===== src/rtl/fifo_stream_reader_pkg.sv =====
// fifo_stream_reader_pkg
//   Shared definitions for the FIFO read-side drain engine.
//   - FIFO_OCC_W / occ_e : occupancy width and encodings of the 2-entry
//                          elastic buffer (empty, one word, full).
//   - idx_width()        : width of the packet word index for a given
//                          packet length (never less than 1 bit).
package fifo_stream_reader_pkg;

  localparam int FIFO_OCC_W = 2;

  typedef enum logic [FIFO_OCC_W-1:0] {
    OCC_EMPTY = 2'd0,
    OCC_ONE   = 2'd1,
    OCC_FULL  = 2'd2
  } occ_e;

  function automatic int idx_width(input int len);
    return (len > 1) ? $clog2(len) : 1;
  endfunction

endpackage


===== src/rtl/stream_skid_2.sv =====
// stream_skid_2
//   Two-entry elastic buffer between a push-only producer and a
//   valid/ready consumer. Entry 0 is always the head. The producer must
//   not push while full; a push seen while full is ignored.
// Ports
//   clk        in   clock
//   rst        in   synchronous active-high reset (empties the buffer)
//   flush      in   synchronous drop of all buffered entries
//   push       in   write push_data this cycle
//   push_data  in   WIDTH payload
//   out_valid  out  head entry present
//   out_ready  in   consumer accepts head
//   out_data   out  head payload
//   occ        out  current occupancy
//
// state     | meaning
// OCC_EMPTY | no entry, out_valid low
// OCC_ONE   | head valid, tail unused
// OCC_FULL  | head and tail valid, producer stalled
module stream_skid_2
  import fifo_stream_reader_pkg::*;
#(
  parameter int WIDTH = 17
) (
  input  logic             clk,
  input  logic             rst,
  input  logic             flush,
  input  logic             push,
  input  logic [WIDTH-1:0] push_data,
  output logic             out_valid,
  input  logic             out_ready,
  output logic [WIDTH-1:0] out_data,
  output occ_e             occ
);

  occ_e             occ_q;
  occ_e             occ_d;
  logic [WIDTH-1:0] slot0_q;
  logic [WIDTH-1:0] slot1_q;
  logic             pop;
  logic             push_ok;

  assign out_valid = (occ_q != OCC_EMPTY);
  assign out_data  = slot0_q;
  assign occ       = occ_q;
  assign pop       = out_valid & out_ready;
  assign push_ok   = push & (occ_q != OCC_FULL);

  always_ff @(posedge clk) begin
    if (rst || flush) begin
      occ_q <= OCC_EMPTY;
    end else begin
      occ_q <= occ_d;
    end
  end

  always_comb begin
    occ_d = occ_q;
    case (occ_q)
      OCC_EMPTY: begin
        if (push_ok) occ_d = OCC_ONE;
      end
      OCC_ONE: begin
        if (push_ok && !pop) begin
          occ_d = OCC_FULL;
        end else if (!push_ok && pop) begin
          occ_d = OCC_EMPTY;
        end
      end
      OCC_FULL: begin
        if (pop) occ_d = OCC_ONE;
      end
      default: occ_d = OCC_EMPTY;
    endcase
  end

  // Payload registers carry no reset: occupancy alone decides validity.
  // With one entry and a simultaneous push/pop the new word replaces the
  // head directly so a single entry sustains one word per clock.
  always_ff @(posedge clk) begin
    case (occ_q)
      OCC_EMPTY: begin
        if (push_ok) slot0_q <= push_data;
      end
      OCC_ONE: begin
        if (push_ok && pop) begin
          slot0_q <= push_data;
        end else if (push_ok) begin
          slot1_q <= push_data;
        end
      end
      OCC_FULL: begin
        if (pop) slot0_q <= slot1_q;
      end
      default: ;
    endcase
  end

endmodule


===== src/rtl/fifo_stream_reader.sv =====
// fifo_stream_reader
//   Drains a first-word-fall-through FIFO read port into a valid/ready
//   stream through a 2-entry elastic buffer. The pop request depends only
//   on registered state, the FIFO flag and flush, never on m_tready.
//   Frames the stream into PACKET_LEN-word packets via m_tlast, raises a
//   sticky underrun when the consumer is starved mid-packet, and counts
//   delivered words.
// Parameters
//   DATA_WIDTH   FIFO word / m_tdata width
//   PACKET_LEN   words per packet, 0 disables m_tlast
//   COUNT_WIDTH  width of words_out
// Ports
//   clk           in   read-side clock
//   rst           in   synchronous active-high reset
//   fifo_rd_data  in   FIFO head word, valid while fifo_empty is low
//   fifo_empty    in   FIFO empty flag
//   fifo_rd_en    out  pop request, only while fifo_empty is low
//   m_tdata       out  stream data
//   m_tvalid      out  stream valid
//   m_tready      in   stream ready
//   m_tlast       out  last word of packet
//   flush         in   drop buffered words, restart framing
//   underrun      out  sticky consumer-starved-mid-packet flag
//   words_out     out  accepted-word counter, wraps
module fifo_stream_reader
  import fifo_stream_reader_pkg::*;
#(
  parameter int DATA_WIDTH  = 16,
  parameter int PACKET_LEN  = 16,
  parameter int COUNT_WIDTH = 32
) (
  input  logic                   clk,
  input  logic                   rst,
  input  logic [DATA_WIDTH-1:0]  fifo_rd_data,
  input  logic                   fifo_empty,
  output logic                   fifo_rd_en,
  output logic [DATA_WIDTH-1:0]  m_tdata,
  output logic                   m_tvalid,
  input  logic                   m_tready,
  output logic                   m_tlast,
  input  logic                   flush,
  output logic                   underrun,
  output logic [COUNT_WIDTH-1:0] words_out
);

  localparam int IDX_W = idx_width(PACKET_LEN);
  localparam logic [IDX_W-1:0] LAST_IDX =
    IDX_W'((PACKET_LEN == 0) ? 0 : PACKET_LEN - 1);

  logic [IDX_W-1:0]  in_idx_q;
  logic [IDX_W-1:0]  out_idx_q;
  logic              push;
  logic              pop;
  logic              in_last;
  logic              head_last;
  logic              skid_valid;
  logic [DATA_WIDTH:0] skid_dout;
  occ_e              occ;

  assign fifo_rd_en = !rst && !flush && !fifo_empty && (occ != OCC_FULL);
  assign push       = fifo_rd_en;

  // The last flag travels with the word so framing survives backpressure.
  assign in_last = (PACKET_LEN != 0) && (in_idx_q == LAST_IDX);

  stream_skid_2 #(
    .WIDTH (DATA_WIDTH + 1)
  ) u_skid (
    .clk       (clk),
    .rst       (rst),
    .flush     (flush),
    .push      (push),
    .push_data ({in_last, fifo_rd_data}),
    .out_valid (skid_valid),
    .out_ready (m_tready & !rst),
    .out_data  (skid_dout),
    .occ       (occ)
  );

  assign m_tvalid  = skid_valid & !rst;
  assign m_tdata   = skid_dout[DATA_WIDTH-1:0];
  assign head_last = skid_dout[DATA_WIDTH];
  assign m_tlast   = m_tvalid & head_last;
  assign pop       = m_tvalid & m_tready;

  always_ff @(posedge clk) begin
    if (rst) begin
      in_idx_q  <= '0;
      out_idx_q <= '0;
      underrun  <= 1'b0;
      words_out <= '0;
    end else begin
      // A handshake in a flush cycle still completes and is counted.
      if (pop) words_out <= words_out + COUNT_WIDTH'(1);

      if (flush) begin
        in_idx_q  <= '0;
        out_idx_q <= '0;
        underrun  <= 1'b0;
      end else begin
        if (push) begin
          if ((PACKET_LEN == 0) || in_last) begin
            in_idx_q <= '0;
          end else begin
            in_idx_q <= in_idx_q + IDX_W'(1);
          end
        end

        if (pop) begin
          if ((PACKET_LEN == 0) || head_last || (out_idx_q == LAST_IDX)) begin
            out_idx_q <= '0;
          end else begin
            out_idx_q <= out_idx_q + IDX_W'(1);
          end
        end

        // out_idx is zero on a packet boundary, so starving there is fine.
        if ((occ == OCC_EMPTY) && m_tready && (out_idx_q != '0)) begin
          underrun <= 1'b1;
        end
      end
    end
  end

endmodule


===== config.mk =====
export PLATFORM = sky130hd
export DESIGN_NAME = fifo_stream_reader
export DESIGN_NICKNAME = d
export VERILOG_FILES = /design/src/rtl/fifo_stream_reader_pkg.sv /design/src/rtl/stream_skid_2.sv /design/src/rtl/fifo_stream_reader.sv
export SDC_FILE = /design/constraint.sdc
export NUM_CORES = 1
export LEC_CHECK = 0
export ABC_AREA = 1
export BUFFER_PORTS_ARGS = -buffer_cell sky130_fd_sc_hd__buf_2
export CAP_MARGIN = 20
export CORE_UTILIZATION = 55
export DETAILED_ROUTE_END_ITERATION = 8
export PLACE_DENSITY_LB_ADDON = 0.2
export SYNTH_ARGS = -nofsm -noshare
export SYNTH_HDL_FRONTEND = slang
export SYNTH_HIERARCHICAL = 1
export SYNTH_SLANG_ARGS = --single-unit

===== constraint.sdc =====
create_clock -name clk -period 4.46 [get_ports clk]
set_input_delay 1.115 -clock clk [delete_from_list [all_inputs] [get_ports clk]]
set_output_delay 1.115 -clock clk [all_outputs]
set_load 0.005 [all_outputs]

==> results.py <==
metrics = {
    "synth": {
        "synthesis.area_sq_um": 3640,
        "yosysSeqAreaShare_pct": 51.8,
        "syn_inst": 464,
        "async_flop_share_pct": 0,
        "yosys_most_used_dff": "dfxtp_1",
        "yosys_register_bits": 77,
        "synth_nets": 490,
        "synth_warnings": 6,
        "synth.avg_cell_area_sq_um": 7.84,
        "synth_edf_count": 34,
        "synthDistinctLibCells": 35,
    },
    "timing": {
        "skew_ns": 0.00711,
        "fmax_mhz": 308,
        "drv_slew": 0,
        "worstMarginPinSlew_ns": 0.339,
        "setup_tns_ns": 0,
        "setup_violations": 0,
        "rsz0062_at_grt": "no",
        "hold_viol": 0,
        "slew_headroom_pct": 77.3,
        "fin_crit_ns": 3.25,
        "final.period_utilization_pct": 72.8,
    },
    "floorplanning": {
        "die_width_microns": 83.3,
        "rows": 29,
        "pin_count": 73,
        "die-area_sq_um": 6940,
        "fp.dieH_microns": 83.3,
        "core_sq_um": 6350,
        "start_util_pct": 57.3,
    },
    "worst_setup_path": {
        "critPathMaxFanout": 11,
        "crit_arrival_ns": 2.13,
        "cp_slowest_stage_delay_ns": 0.32,
        "cp_slowest_cell": "nor2_1",
        "cp-end-kind": "primary output",
        "worstPathCellList": "buf_2, nor2_1, nand2_1, inv_1, buf_2",
        "crit_path_frequent_cell": "buf_2",
        "critPathTopFamily": "buffers and inverters",
        "path_class": "in2out",
        "required_ns": 3.35,
        "crit_buf_inv": 3,
        "start_kind": "input pin",
    },
    "clock_network": {
        "cts_max_path_buffers": 2,
        "htree_levels": 3,
        "postCtsResizedCells": 0,
        "clock_sinks": 77,
        "cts-root-buf": "clkbuf_8",
        "cts_inserted_buffers": 9,
        "holdBufCountCts": 0,
        "clk_pin_slew_worst_paths_ns": 0.08,
        "cts_setup_buffers": 0,
        "cts_tree": "done",
        "clkLatencyLatePin_ns": 0.34,
    },
    "global_route": {
        "grt_pass1_vias": 3003,
        "antenna_found_initial": 0,
        "grt_overflow": 0,
        "grt_pass1_wl_mm": 12.9,
        "grt_max_degree": 28,
        "track_usage_pct": 23.2,
    },
    "drt": {
        "antenna_left": 0,
        "route.detailed.drc": 0,
        "totalWireLength_mm": 7.59,
        "first_pass_iters": 4,
        "routed-via-count": 3153,
        "via_per_inst": 5.05,
        "post_drt_wl_per_cell_microns": 12.2,
        "drtIter0Drc": 150,
    },
    "place": {
        "dp.final_hpwl_mm": 5.38,
        "dp.cells": 608,
        "port_buffers": 72,
        "place_congestion": 0.851,
    },
    "layout": {
        "fin_nets": 568,
        "drive_above_1_share_pct": 19.7,
        "area_growth_pct": 17.5,
        "fin_cells": 624,
        "utilization_pct": 67.3,
        "final_common_cell": "nand2_1",
        "n_fill_cell": 520,
        "antenna_cells": 0,
        "mostFrequentLayoutCells": "nand2_1 (135), buf_2 (72), nor2_1 (68)",
    },
    "power": {
        "cellLeakagePower_uw": 0.00191,
        "peakVddDrop_mv": 0.186,
        "p_per_area_nw_per_um2": 323,
        "p_total_uw": 1380,
    },
    "worst_hold_path": {
        "hp-class": "reg2reg",
    },
    "job": {
        "maxCapViolCount": 0,
    },
    "status": {
        "outcome": "completed",
    },
}
==> cell families after synthesis <==
logic type | synth area share, %
DFF | 51.8
adders and majority gates | 1.72
AOI/OAI and AO/OA | 6.13
and+or+nand+nor | 32.5
buffers and inverters | 7.95
==> path summary, 6_finish.rpt <==
kind / end / depth (start not counted) / start / slack [ns]
setup / recovery: fifo_rd_en / 5 / rst / 1.21
hold / removal: in_idx_q[3]$_SDFFE_PP0P_ / 1 / in_idx_q[3]$_SDFFE_PP0P_ / 0.45
setup reg to reg: words_out[23]$_SDFFE_PP0P_ / 9 / u_skid/occ[0]$_SDFFE_PP0P_ / 2.54
hold reg to reg: in_idx_q[3]$_SDFFE_PP0P_ / 1 / in_idx_q[3]$_SDFFE_PP0P_ / 0.45
==> where the power goes <==
group	internal, uW	leakage [uW]	total (uW)	switching [uW]
clock	312	0.000107	564	252
sequential	747	0.000659	750	3.27
combinational	24.5	0.00114	66.2	41.7
==> cell type report <==
| class | instances | area, sq um | area share (%) |
|---|---|---|---|
| sequential | 77 | 1880 | 44.0 |
| multi-input combinational | 320 | 1470 | 34.4 |
| timing repair buffer | 74 | 375 | 8.78 |
| inverter | 60 | 235 | 5.51 |
| clock buffer | 9 | 124 | 2.90 |
| tap | 77 | 96.3 | 2.25 |
| clock inverter | 7 | 90.1 | 2.11 |
==> synthesized netlist by cell type (5+ instances only) <==
| cell type | number | area (sq um) |
|---|---|---|
| a21oi_1 | 26 | 130 |
| dfxtp_1 | 43 | 861 |
| edfxtp_1 | 34 | 1020 |
| ha_1 | 5 | 62.6 |
| inv_1 | 56 | 210 |
| nand2_1 | 135 | 507 |
| nand2_2 | 5 | 31.3 |
| nand3_1 | 37 | 185 |
| nand4_1 | 5 | 31.3 |
| nor2_1 | 68 | 255 |
| nor3_1 | 10 | 50.1 |
| o21ai_0 | 9 | 45.0 |
==> sequential cells by signal, summed over array words and instances (netlist names) <==
| name | count |
|---|---|
| in_idx_q | 4 |
| out_idx_q | 4 |
| u_skid/occ | 2 |
| u_skid/out_data | 17 |
| u_skid/slot1_q | 17 |
| underrun | 1 |
| words_out | 32 |
==> per-layer routing <==
metal	part of all wire (%)	global-route usage (%)	up-vias
met5	0	0	-
met3	4.3	4.77	9
met4	1.4	10.0	0
met2	50	40.6	80
met1	45	27.6	1413
li1	-	-	1651
==> metrics by stage <==
| step | setup slack, ns | hold WS (ns) | cell area, sq um |
|---|---|---|---|
| floorplan | 0.950 | 0.414 | 3640 |
| global placement | 1.27 | 0.432 | 4060 |
| detailed placement | 1.20 | 0.432 | 4060 |
| CTS | 1.20 | 0.450 | 4270 |
| global route | 1.10 | 0.483 | 4270 |
| finish | 1.21 | 0.451 | 4270 |
Note: power is estimated with default switching activity, not from simulation.
